--- config.mk ---
export PLATFORM = sky130hd
export DESIGN_NAME = add_sub_control_unit
export DESIGN_NICKNAME = d
export VERILOG_FILES = /design/src/rtl/add_sub_control_unit_pkg.sv /design/src/rtl/add_sub_control_unit_decoder_4_16.sv /design/src/rtl/add_sub_control_unit.sv
export SDC_FILE = /design/constraint.sdc
export NUM_CORES = 1
export LEC_CHECK = 0
export ABC_CLOCK_PERIOD_IN_PS = 2490
export CAP_MARGIN = 40
export CORE_UTILIZATION = 36
export CTS_CLUSTER_DIAMETER = 150
export DETAILED_ROUTE_END_ITERATION = 16
export GPL_ROUTABILITY_DRIVEN = 0
export PLACE_DENSITY = 0.8
export SLEW_MARGIN = 10
export SYNTH_ARGS = -nofsm -noshare
export SYNTH_HDL_FRONTEND = slang
export SYNTH_SLANG_ARGS = --single-unit
--- constraint.sdc ---
create_clock -name clk -period 2.49 [get_ports clk]
set_input_delay 0.498 -clock clk [delete_from_list [all_inputs] [get_ports clk]]
set_output_delay 0.498 -clock clk [all_outputs]
set_load 0.05 [all_outputs]
--- src/rtl/add_sub_control_unit_pkg.sv ---
// Shared definitions for the add/sub control sequencer.
// Holds the state encoding, default opcodes and instruction-register field positions.
package add_sub_control_unit_pkg;

    typedef enum logic [2:0] {
        ST_IDLE  = 3'd0,
        ST_T0    = 3'd1,
        ST_T1    = 3'd2,
        ST_T2    = 3'd3,
        ST_T3    = 3'd4,
        ST_T4    = 3'd5,
        ST_T5    = 3'd6,
        ST_FAULT = 3'd7
    } state_e;

    localparam logic [4:0] ADD_OPC_DEF = 5'b00011;
    localparam logic [4:0] SUB_OPC_DEF = 5'b00100;

    localparam int OPC_HI = 31;
    localparam int OPC_LO = 27;
    localparam int RA_HI  = 26;
    localparam int RA_LO  = 23;
    localparam int RB_HI  = 22;
    localparam int RB_LO  = 19;
    localparam int RC_HI  = 18;
    localparam int RC_LO  = 15;

    typedef struct packed {
        logic [4:0] opc;
        logic [3:0] ra;
        logic [3:0] rb;
        logic [3:0] rc;
    } ir_fields_t;

    function automatic ir_fields_t splitIr(input logic [31:0] ir);
        ir_fields_t f;
        f.opc = ir[OPC_HI:OPC_LO];
        f.ra  = ir[RA_HI:RA_LO];
        f.rb  = ir[RB_HI:RB_LO];
        f.rc  = ir[RC_HI:RC_LO];
        return f;
    endfunction

endpackage

--- src/rtl/add_sub_control_unit_decoder_4_16.sv ---
// Enabled 4-to-16 one-hot decoder used for the GPR read and write strobes.
module decoder_4_16 (
    input  logic        en_i,
    input  logic [3:0]  sel_i,
    output logic [15:0] onehot_o
);

    always_comb begin
        onehot_o = '0;
        if (en_i) begin
            onehot_o[sel_i] = 1'b1;
        end
    end

endmodule

--- src/rtl/add_sub_control_unit.sv ---
// Hardwired fetch/execute sequencer for the add/sub datapath.
// Drives datapath strobes per T-state and acts as the memory-read initiator during fetch.
module add_sub_control_unit
    import add_sub_control_unit_pkg::*;
#(
    parameter logic [4:0] ADD_OPC     = ADD_OPC_DEF,
    parameter logic [4:0] SUB_OPC     = SUB_OPC_DEF,
    parameter int         MEM_TIMEOUT = 15
) (
    input  logic        clk,
    input  logic        clr,
    input  logic        start,
    input  logic        stop,
    input  logic [31:0] ir_in,
    input  logic        mem_ready,
    output logic        mem_rd,
    output logic        pc_out,
    output logic        zlo_out,
    output logic        mdr_out,
    output logic        mar_in,
    output logic        pc_enable,
    output logic        pc_increment,
    output logic        mdr_enable,
    output logic        mdr_read,
    output logic        ir_enable,
    output logic        y_enable,
    output logic        zlo_enable,
    output logic [4:0]  op_code,
    output logic [15:0] r_enable,
    output logic [15:0] r_out,
    output logic        busy,
    output logic        done,
    output logic        illegal,
    output logic        mem_fault
);

    localparam logic [7:0] WAIT_LAST = 8'(MEM_TIMEOUT - 1);

    state_e     state_q, state_d;
    logic [7:0] waitCnt_q, waitCnt_d;
    logic       stopPend_q, stopPend_d;
    logic       illegal_q, illegal_d;
    logic       memFault_q, memFault_d;
    logic [4:0] opReg_q, opReg_d;

    ir_fields_t irF;
    logic       rOutEn;
    logic [3:0] rOutSel;
    logic       rEnEn;
    logic       unusedIrBits;

    assign irF          = splitIr(ir_in);
    assign unusedIrBits = ^ir_in[RC_LO-1:0];

    always_ff @(posedge clk) begin
        if (clr) begin
            state_q    <= ST_IDLE;
            waitCnt_q  <= '0;
            stopPend_q <= 1'b0;
            illegal_q  <= 1'b0;
            memFault_q <= 1'b0;
            opReg_q    <= '0;
        end else begin
            state_q    <= state_d;
            waitCnt_q  <= waitCnt_d;
            stopPend_q <= stopPend_d;
            illegal_q  <= illegal_d;
            memFault_q <= memFault_d;
            opReg_q    <= opReg_d;
        end
    end

    // Next state plus Moore strobes; T1 read strobes follow mem_ready in the same cycle.
    always_comb begin
        state_d      = state_q;
        waitCnt_d    = waitCnt_q;
        stopPend_d   = stopPend_q | (stop && (state_q != ST_IDLE));
        illegal_d    = 1'b0;
        memFault_d   = memFault_q;
        opReg_d      = opReg_q;
        mem_rd       = 1'b0;
        pc_out       = 1'b0;
        zlo_out      = 1'b0;
        mdr_out      = 1'b0;
        mar_in       = 1'b0;
        pc_enable    = 1'b0;
        pc_increment = 1'b0;
        mdr_enable   = 1'b0;
        mdr_read     = 1'b0;
        ir_enable    = 1'b0;
        y_enable     = 1'b0;
        zlo_enable   = 1'b0;
        op_code      = '0;
        done         = 1'b0;
        rOutEn       = 1'b0;
        rOutSel      = irF.rb;
        rEnEn        = 1'b0;

        case (state_q)
            ST_IDLE: begin
                if (start) begin
                    state_d = ST_T0;
                end
            end
            ST_T0: begin
                pc_out       = 1'b1;
                mar_in       = 1'b1;
                pc_enable    = 1'b1;
                pc_increment = 1'b1;
                waitCnt_d    = '0;
                state_d      = ST_T1;
            end
            ST_T1: begin
                mem_rd = 1'b1;
                if (mem_ready) begin
                    mdr_read   = 1'b1;
                    mdr_enable = 1'b1;
                    waitCnt_d  = '0;
                    state_d    = ST_T2;
                end else if (waitCnt_q == WAIT_LAST) begin
                    waitCnt_d  = '0;
                    memFault_d = 1'b1;
                    state_d    = ST_FAULT;
                end else begin
                    waitCnt_d = waitCnt_q + 8'd1;
                end
            end
            ST_T2: begin
                mdr_out   = 1'b1;
                ir_enable = 1'b1;
                state_d   = ST_T3;
            end
            ST_T3: begin
                if ((irF.opc == ADD_OPC) || (irF.opc == SUB_OPC)) begin
                    rOutEn   = 1'b1;
                    rOutSel  = irF.rb;
                    y_enable = 1'b1;
                    opReg_d  = irF.opc;
                    state_d  = ST_T4;
                end else begin
                    illegal_d = 1'b1;
                    state_d   = ST_IDLE;
                end
            end
            ST_T4: begin
                rOutEn     = 1'b1;
                rOutSel    = irF.rc;
                op_code    = opReg_q;
                zlo_enable = 1'b1;
                state_d    = ST_T5;
            end
            ST_T5: begin
                zlo_out = 1'b1;
                rEnEn   = 1'b1;
                done    = 1'b1;
                state_d = (stop || stopPend_q) ? ST_IDLE : ST_T0;
            end
            ST_FAULT: begin
                if (start) begin
                    memFault_d = 1'b0;
                    state_d    = ST_T0;
                end
            end
            default: begin
                state_d = ST_IDLE;
            end
        endcase

        // A pending stop is consumed once the sequencer parks in IDLE.
        if (state_d == ST_IDLE) begin
            stopPend_d = 1'b0;
        end
    end

    decoder_4_16 uRoutDec (
        .en_i     (rOutEn),
        .sel_i    (rOutSel),
        .onehot_o (r_out)
    );

    decoder_4_16 uRenDec (
        .en_i     (rEnEn),
        .sel_i    (irF.ra),
        .onehot_o (r_enable)
    );

    assign busy      = (state_q != ST_IDLE) && (state_q != ST_FAULT);
    assign illegal   = illegal_q;
    assign mem_fault = memFault_q;

endmodule

Word-level counts from Yosys, hierarchy flattened
Index checks and enable logic that the tools add are counted.
{ "op_classes": {"addsub": 1, "magnitude_cmp": 4, "eq_ne": 14, "muxes": 32, "bitwise": 2, "n_reduce_logical": 16} }
{ "ops": {"columns": ["op", "count"], "rows": [
  ["16-bit 2-to-1 mux", 2],
  ["3-bit one-hot mux with 7 select lines", 1],
  ["1-bit 2-to-1 mux", 16],
  ["8-bit 2-to-1 mux", 2],
  ["8-bit one-hot mux with 2 select lines", 1],
  ["3-bit equality test (second input constant)", 4],
  ["3-bit 2-to-1 mux", 4],
  ["4-bit by 5-bit < comparator with 1-bit output (second input constant)", 2],
  ["8-bit by 1-bit adder with 8-bit output (second input constant)", 1],
  ["1-bit demux with 4-bit select", 2],
  ["8-bit by 4-bit equality test with 1-bit output (second input constant)", 1],
  ["4-bit by 1-bit >= comparator with 1-bit output (second input constant)", 2],
  ["3-bit by 2-bit equality test with 1-bit output (second input constant)", 2],
  ["3-bit zero test", 2],
  ["2-bit inequality test (second input constant)", 3],
  ["2-bit OR reduction", 3],
  ["5-bit by 2-bit equality test with 1-bit output (second input constant)", 1],
  ["5-bit by 3-bit equality test with 1-bit output (second input constant)", 1],
  ["5-bit 2-to-1 mux", 1],
  ["1-bit logical AND", 4],
  ["4-bit 2-to-1 mux", 1],
  ["1-bit one-hot mux with 2 select lines", 2],
  ["4-bit AND reduction", 1],
  ["2-bit nonzero test", 2],
  ["other kinds (7)", 8]
]} }
{ "totals": {"reg_bits": 19, "inputBits": 37, "out_inout_bits": 53, "elab_cells": 75} }

Depth between registers and ports, before layout
Gate-level depths: netlist of run 1.
{ "logic_depth": {"word_depth": 7, "depth_mapped": 6, "mapped_depth_nobuf": 6} }

By module
A second synthesis of run 1 with hierarchy kept.
{ "hier_totals": {"hier_cells": 172, "hier_area_um2": 1330.0} }
{ "by_module_without_submodules": {"columns": ["mod", "instances", "cells_per_inst", "area_each_um2", "seq_area_each_um2"], "rows": [
  ["add_sub_control_unit", 1, 126, 1092.3, 380.4],
  ["decoder_4_16 (uRenDec)", 1, 23, 120.1, 0.0],
  ["decoder_4_16 (uRoutDec)", 1, 23, 117.6, 0.0]
]} }

Worst setup path before layout of run 1
No wires, ideal clock.
{ "synth_timing": {"path_kind": "register to output", "start": "register state_q[2]", "end": "output r_enable[0]", "arrival_time_ns": 3.473, "t_required_ns": 1.992, "path_slack_ns": -1.481, "path_stages_with_launch": 5, "n_path_buf": 0, "cell_sequence": "dfxtp_1 > inv_1 > nor3b_1 > or3b_1 > nor3_1"} }
{ "synth_via": {"elab_chain_cells": 3} }
{ "synth_rtl": {"columns": ["element", "line_no", "text"], "rows": [
  ["from (decl)", "add_sub_control_unit.sv:39", "state_e state_q, state_d;"],
  ["from (signal assigned)", "add_sub_control_unit.sv:64", "state_q <= state_d;"],
  ["3-bit equality test", null, null],
  ["1-bit 2-to-1 mux", null, null],
  ["net done", "add_sub_control_unit.sv:32", "output logic done,"],
  ["16-bit 2-to-1 mux", "add_sub_control_unit_decoder_4_16.sv:10", "if (en_i) begin"],
  ["to (decl)", "add_sub_control_unit.sv:29", "output logic [15:0] r_enable,"]
]} }
The timed path passes the listed nets, and every way through them passes these cells.

Worst setup path in the final report of run 1
{ "layout_timing": {"start": "input ir_in[30]", "end": "output r_out[12]"} }
{ "layout_via": {"elab_chain_cells": 5, "word_cells_on_any_way": 6, "classes_between": "eq/ne (2); mux (3); reduce/logical (1)"} }
{ "layout_rtl": {"columns": ["element", "line_no", "text"], "rows": [
  ["from (decl)", "add_sub_control_unit.sv:14", "input logic [31:0] ir_in,"],
  ["5-bit by 2-bit equality test with 1-bit output / 5-bit by 3-bit equality test with 1-bit output (equally long branches)", "add_sub_control_unit.sv:134", "if ((irF.opc == ADD_OPC) || (irF.opc == SUB_OPC)) begin"],
  ["1-bit logical OR (*)", "add_sub_control_unit.sv:134", null],
  ["1-bit 2-to-1 mux (*)", "add_sub_control_unit.sv:134", null],
  ["1-bit one-hot mux with 2 select lines (*)", "add_sub_control_unit.sv:99", "case (state_q)"],
  ["16-bit 2-to-1 mux (*)", "add_sub_control_unit_decoder_4_16.sv:10", null],
  ["to (decl)", "add_sub_control_unit.sv:30", "output logic [15:0] r_out,"]
]} }
Mark *: on every way between the ends. The rest lies on a longest branch, timed or not.

==> impl_metrics.yaml, run 1 <==
status:
  status: "complete, but fails checks"
  violations: "setup timing"
detailed_routing:
  drtPass1Iterations: 5
  via_per_inst: 5.388
  vias: 1762
  routedWlPerCell_um: 17.99
  ant_nets: 0
  routed_wl_mm: 5.882
  drt_iter0_drc: 98
  drc: 0
run:
  max_cap_viol_count: 0
clock_network:
  clk_path_buf_depth: 2
  cts_sinks: 19
  cts_made_buffers: 3
  clk_pin_slew_ns: 0.07
  cts_tree: "built"
  h-tree-depth: 1
  cts_root_buf: "clkbuf_8"
  insertion_delay_ns: 0.26
pwr:
  intPower_uw: 562.8
  clkPwrFrac_pct: 25.8
  power.density_nw_per_um2: 280.3
  combPwrFrac_pct: 36.2
  p_leak_uw: 0.001083
  swShare_pct: 34.62
  total_power_uw: 860.9
  max-vdd-ir-drop_mv: 0.2678
  p_seq_share_pct: 38.0
  p_sw_uw: 298.1
sta:
  max_clock_freq_mhz: 396.1
  setup_viol: 7
  layout_setup_ws_ns: -0.03452
  hold_viol: 0
  period_needed_ns: 2.525
  clock_skew_ns: 0.002588
  worstMarginPinSlew_ns: 0.5462
  tns_ns: -0.1039
  relSlewSlack_pct: 63.33
  whs_ns: 0.4790
  drv_slew: 0
  period_share_pct: 101.4
die:
  coreArea_um2: 3689
  initial_core_util_pct: 37.75
  ios: 90
  die_w_um: 64.20
  rows: 22
  die_height_um: 64.20
  dieArea_um2: 4121
global_route:
  grt_overflow_total: 0
  antenna_found_initial: 0
  use_met1_pct: 29.02
  grt_max_degree: 13
  met3_usage_pct: 5.000
  met2_usage_pct: 53.06
  gr-usage-all-layers_pct: 27.74
  grt_pass1_wl_mm: 8.797
  top_usage_layer: "met2"
  grt_pass1_vias: 1768
synth:
  postSynthAreaPerCell_um2: 7.215
  seq_area_frac_synth_pct: 27.31
  yosys-top-cells-area: "dfxtp_1 (27%), nor2_1 (13%), nand2_1 (5.1%)"
  syn-instance-count: 193
  ys_ff_latch: 19
  synth_nets: 232
  synth_cell_types: 38
  synth_edf_count: 0
  yosysWarnings: 0
  synth_area_leader_cell: "dfxtp_1"
  async_flop_share_pct: 0
  synthDominantCellAreaShare_pct: 27.31
  synth_ff_type: "dfxtp_1"
  syn_area_um2: 1393
setup_path:
  max_stage_delay_ns: 0.43
  reg2reg_slack_ns: 0.44
  startpoint_type: "input port"
  crit_required_ns: 1.99
  end_kind: "output port"
  cp_top_family: "buffers and inverters"
  crit_chain: "clkdlybuf4s50_1 > or2_4 > a21oi_4 > a22oi_1 > buf_6 > nor2_4 > buf_12"
  cp_slowest_cell: "clkdlybuf4s50_1"
  path_class: "input port to output port"
  arrival_ns: 2.03
  critPathBufInv: 3
  r2r_start: "state_q[2]$_SDFF_PP0_"
  worstSetupStartpoint: "ir_in[30]"
  crit_fanout: 8
layout:
  final_cell_mix: "buf_12 (49), nor2_1 (20), clkdlybuf4s50_1 (20), nand2_1 (19), buf_4 (18)"
  diodes: 0
  areaGrowthSynthToFinish_pct: 120.6
  drive_gt1_share_pct: 44.44
  final_core_util_pct: 83.28
  mostFrequentLayoutCell: "buf_12"
  finish.net_count: 319
min_path:
  worstHoldPathType: "flop to flop"
  holdCritStartpoint: "opReg_q[4]$_SDFFE_PP0P_"
placed_design:
  dp_hpwl_mm: 3.886
  port_buffers: 74
  dp_slack_ns: -0.2867
final timing paths:
check | end | cells past startpoint
worst max-delay path | r_out[12] | 7
worst min register to register | opReg_q[4]$_SDFFE_PP0P_ | 1
worst max register to register | waitCnt_q[1]$_SDFFE_PP0P_ | 5
worst min-delay path | opReg_q[4]$_SDFFE_PP0P_ | 1
power groups by stage:
| stage | clock (uW) | combinational [uW] | sequential [uW] |
|---|---|---|---|
| after floorplan | 0 | 156 | 325 |
| after global placement | 0 | 279 | 330 |
| after detailed placement | 0 | 288 | 332 |
| after CTS | 224 | 300 | 325 |
| after global routing | 239 | 329 | 328 |
| final | 222 | 311 | 327 |
final cells by class:
class	count	area [um2]
clock inverters	1	5.005
clock buffers	3	41.29
fillers	186	616.8
multi-input cells	159	1166
well taps	48	60.06
repair buffers	94	1405
flip-flops and latches	19	382.9
inverters	3	11.26
flip-flops by register name (all words and copies together), names as in the netlist:
signal and flops:
state_q 3, stopPend_q 1, mem_fault 1, opReg_q 5, waitCnt_q 8, illegal 1
through the flow:
stage,area (um2),instances
floorplan,1519,193
global placement,2883,321
detailed placement,2883,321
CTS,3025,325
global route,3072,327
finish,3072,327
what timing repair did:
item | in CTS | in global routing
gates cloned | 0 | 0
endpoints found under the hold margin | 0 | 0
hold buffers | 0 | 0
resized for setup | 24 | 12
pin swaps | 3 | 2
endpoints found under the setup margin | 17 | 33
buffers inserted | 0 | 2
logic make-up (layout without fill, tap and decap cells):
logic type / after synthesis / after routing / share of synthesized area (%)
AOI/OAI and AO/OA: 26 / 26 / 13.84
xor gates and xnor gates: 6 / 6 / 3.774
adders and majority gates: 2 / 2 / 1.797
buffers and inverters: 15 / 101 / 5.750
DFF: 19 / 19 / 27.31
muxes: 7 / 7 / 5.121
and+or+nand+nor: 118 / 118 / 42.41
layer usage:
metal  wire length [um]  up-vias
li1                   -      831
met2               3126       86
met5                  0        -
met3                344       22
met1               2166      823
met4                244        0
cell usage after synthesis (all sizes together), types with 4 or more instances:
| master | number |
|---|---|
| o21ai | 4 |
| nand2 | 19 |
| a211oi | 4 |
| a21oi | 7 |
| dfxtp | 19 |
| and2 | 7 |
| nor3b | 6 |
| xnor2 | 6 |
| nand2b | 7 |
| buf | 7 |
| nor2 | 47 |
| clkbuf | 5 |
| nor3 | 8 |
| mux2i | 6 |
worst reg2reg max path: stages (launching register included):
cell and delay (ns):
dfxtp_2 0.37, buf_4 0.19, or4b_2 0.68, o21ba_2 0.29
o21bai_1 0.16, a211oi_1 0.28
No activity file was read; power rests on OpenSTA's default activity.
==> inputs of run 2 (changes only) <==
--- a/config.mk
+++ b/config.mk
@@ -5,13 +5,13 @@
 export SDC_FILE = /design/constraint.sdc
 export NUM_CORES = 1
 export LEC_CHECK = 0
-export ABC_CLOCK_PERIOD_IN_PS = 2490
+export ABC_CLOCK_PERIOD_IN_PS = 2250
 export CAP_MARGIN = 40
-export CORE_UTILIZATION = 36
+export CORE_UTILIZATION = 33
 export CTS_CLUSTER_DIAMETER = 150
 export DETAILED_ROUTE_END_ITERATION = 16
 export GPL_ROUTABILITY_DRIVEN = 0
-export PLACE_DENSITY = 0.8
+export PLACE_DENSITY = 0.77
 export SLEW_MARGIN = 10
 export SYNTH_ARGS = -nofsm -noshare
 export SYNTH_HDL_FRONTEND = slang
==> constraint.sdc (replaced) <==
create_clock -name clk -period 2.25 [get_ports clk]
set_input_delay 0.45 -clock clk [delete_from_list [all_inputs] [get_ports clk]]
set_output_delay 0.45 -clock clk [all_outputs]
set_load 0.05 [all_outputs]
==> impl_metrics.yaml, run 2 (synthesis gave the netlist of run 1 again) <==
placed_design:
  dp.cells: 327
  port_buffers: 74
  dp_hpwl_mm: 3.840
sta:
  clock_skew_ns: 0.0009576
  setup_viol: 0
  relSlewSlack_pct: 61.09
  period_share_pct: 99.68
  period_needed_ns: 2.243
  hold_viol: 0
  rsz0062_at_grt: "yes"
  max_clock_freq_mhz: 445.9
  tns_ns: 0
  drv_slew: 0
  worstMarginPinSlew_ns: 0.5794
setup_path:
  cp_top_family: "simple AND/OR/NAND/NOR gates"
  crit_fanout: 8
  critPathBufInv: 1
  end_kind: "output port"
  arrival_ns: 1.79
  crit_required_ns: 1.80
  crit_chain: "and3b_2 > mux2i_1 > nand2_1 > nor2_4 > buf_12"
  max_stage_delay_ns: 0.42
  startpoint_type: "flop"
  cp_slowest_cell: "dfxtp_4"
  path_class: "flop to output port"
global_route:
  antenna_found_initial: 0
  grt_pass1_wl_mm: 7.500
  grt_overflow_total: 0
  gr-usage-all-layers_pct: 21.88
  grt_max_degree: 14
  grt_pass1_vias: 1627
detailed_routing:
  via_per_inst: 5.060
  drt_iter0_drc: 36
  routed_wl_mm: 4.873
  routedWlPerCell_um: 14.55
  ant_nets: 0
  vias: 1695
  drtPass1Iterations: 4
  drc: 0
layout:
  areaGrowthSynthToFinish_pct: 128.8
  largest_register_ffs: 8
  fill_cells: 240
  mostFrequentLayoutCell: "buf_12"
  final_cell_mix: "buf_12 (53), nor2_1 (23), buf_4 (21), nor2_4 (19), dfxtp_1 (17)"
  drive_gt1_share_pct: 49.12
  top_register: "waitCnt_q"
  multiInputGateArea_um2: 1207
  diodes: 0
  finish.net_count: 325
  finalNonFillerCells: 335
  regArea_um2: 387.9
  top_regs: "waitCnt_q x8, opReg_q x5, state_q x3"
pwr:
  intPower_uw: 638.5
  p_sw_uw: 321.0
  total_power_uw: 959.5
  combPwrFrac_pct: 37.7
  p_leak_uw: 0.001153
  swShare_pct: 33.45
  p_seq_share_pct: 37.1
  clkPwrFrac_pct: 25.2
  power.density_nw_per_um2: 301.2
  max-vdd-ir-drop_mv: 0.5155
die:
  dieArea_um2: 4484
  initial_core_util_pct: 34.57
  die_w_um: 66.96
  die_height_um: 66.96
  coreArea_um2: 4029
  rows: 23
  ios: 90
clock_network:
  clk_pin_slew_ns: 0.07
  cts_tree: "built"
  h-tree-depth: 1
  cts_made_buffers: 3
  clk_path_buf_depth: 2
  cts_root_buf: "clkbuf_8"
  holdBufCountCts: 0
  cts_sinks: 19
  insertion_delay_ns: 0.26
min_path:
  worstHoldPathType: "flop to flop"
status:
  status: "completed"
run:
  max_cap_viol_count: 0
## run 2: changes by cell type in the layout (fill, tap and decap cells not counted), sizes merged
cell,previous run,this run
buf,70,79
clkdlybuf4s15,3,0
clkdlybuf4s50,20,16
dlygate4sd2,0,2
dlymetal6s2s,0,2
## run 2: per-stage QoR
stage	area [um2]	setup slack (ns)	hold WS, ns	utilization, %
final	3186	0.007210	0.4702	79.07
after global routing	3186	-0.05513	0.4950	79.07
after CTS	3118	0.002321	0.4770	77.39
after detailed placement	3062	-0.2839	0.4590	75.99
after global placement	3062	-0.2780	0.4421	75.99
after floorplan	1634	-0.2434	0.4325	-
## run 2: worst paths after layout
check | startpoint | end | slack (ns) | cells past startpoint
setup / recovery | state_q[0]$_SDFF_PP0_ | r_out[13] | 0.007 | 5
hold / removal | opReg_q[0]$_SDFFE_PP0P_ | opReg_q[0]$_SDFFE_PP0P_ | 0.47 | 1
setup reg to reg | state_q[2]$_SDFF_PP0_ | waitCnt_q[6]$_SDFFE_PP0P_ | 0.29 | 4
hold reg to reg | opReg_q[0]$_SDFFE_PP0P_ | opReg_q[0]$_SDFFE_PP0P_ | 0.47 | 1
## run 2: what timing repair did
item	in CTS	in global routing
resized for setup	20	13
setup endpoints to repair	19	27
pin swaps	19	6
buffers inserted	0	4
## run 2: power groups by stage
stage          combinational [uW]  clock, uW  sequential [uW]
2_1_floorplan                 190          0              361
3_3_place_gp                  345          0              365
3_5_place_dp                  353          0              366
4_1_cts                       354        248              356
5_1_grt                       387        260              357
6_report                      362        242              356
## run 2: per-layer routing
metal	part of all wire (%)	vias to the layer above	global-route usage (%)
li1	-	840	-
met1	38	791	24.34
met2	56	56	41.41
met3	4.4	8	3.767
met4	1.6	0	6.649
met5	0	-	0
## run 2: area by class of cell
type / instances / share of cell area, %
clock buffer: 3 / 1.296
inverter: 3 / 0.3535
timing repair buffer: 100 / 46.15
clock inverter: 1 / 0.1571
multi-input combinational: 159 / 37.90
tap: 50 / 1.964
sequential: 19 / 12.18
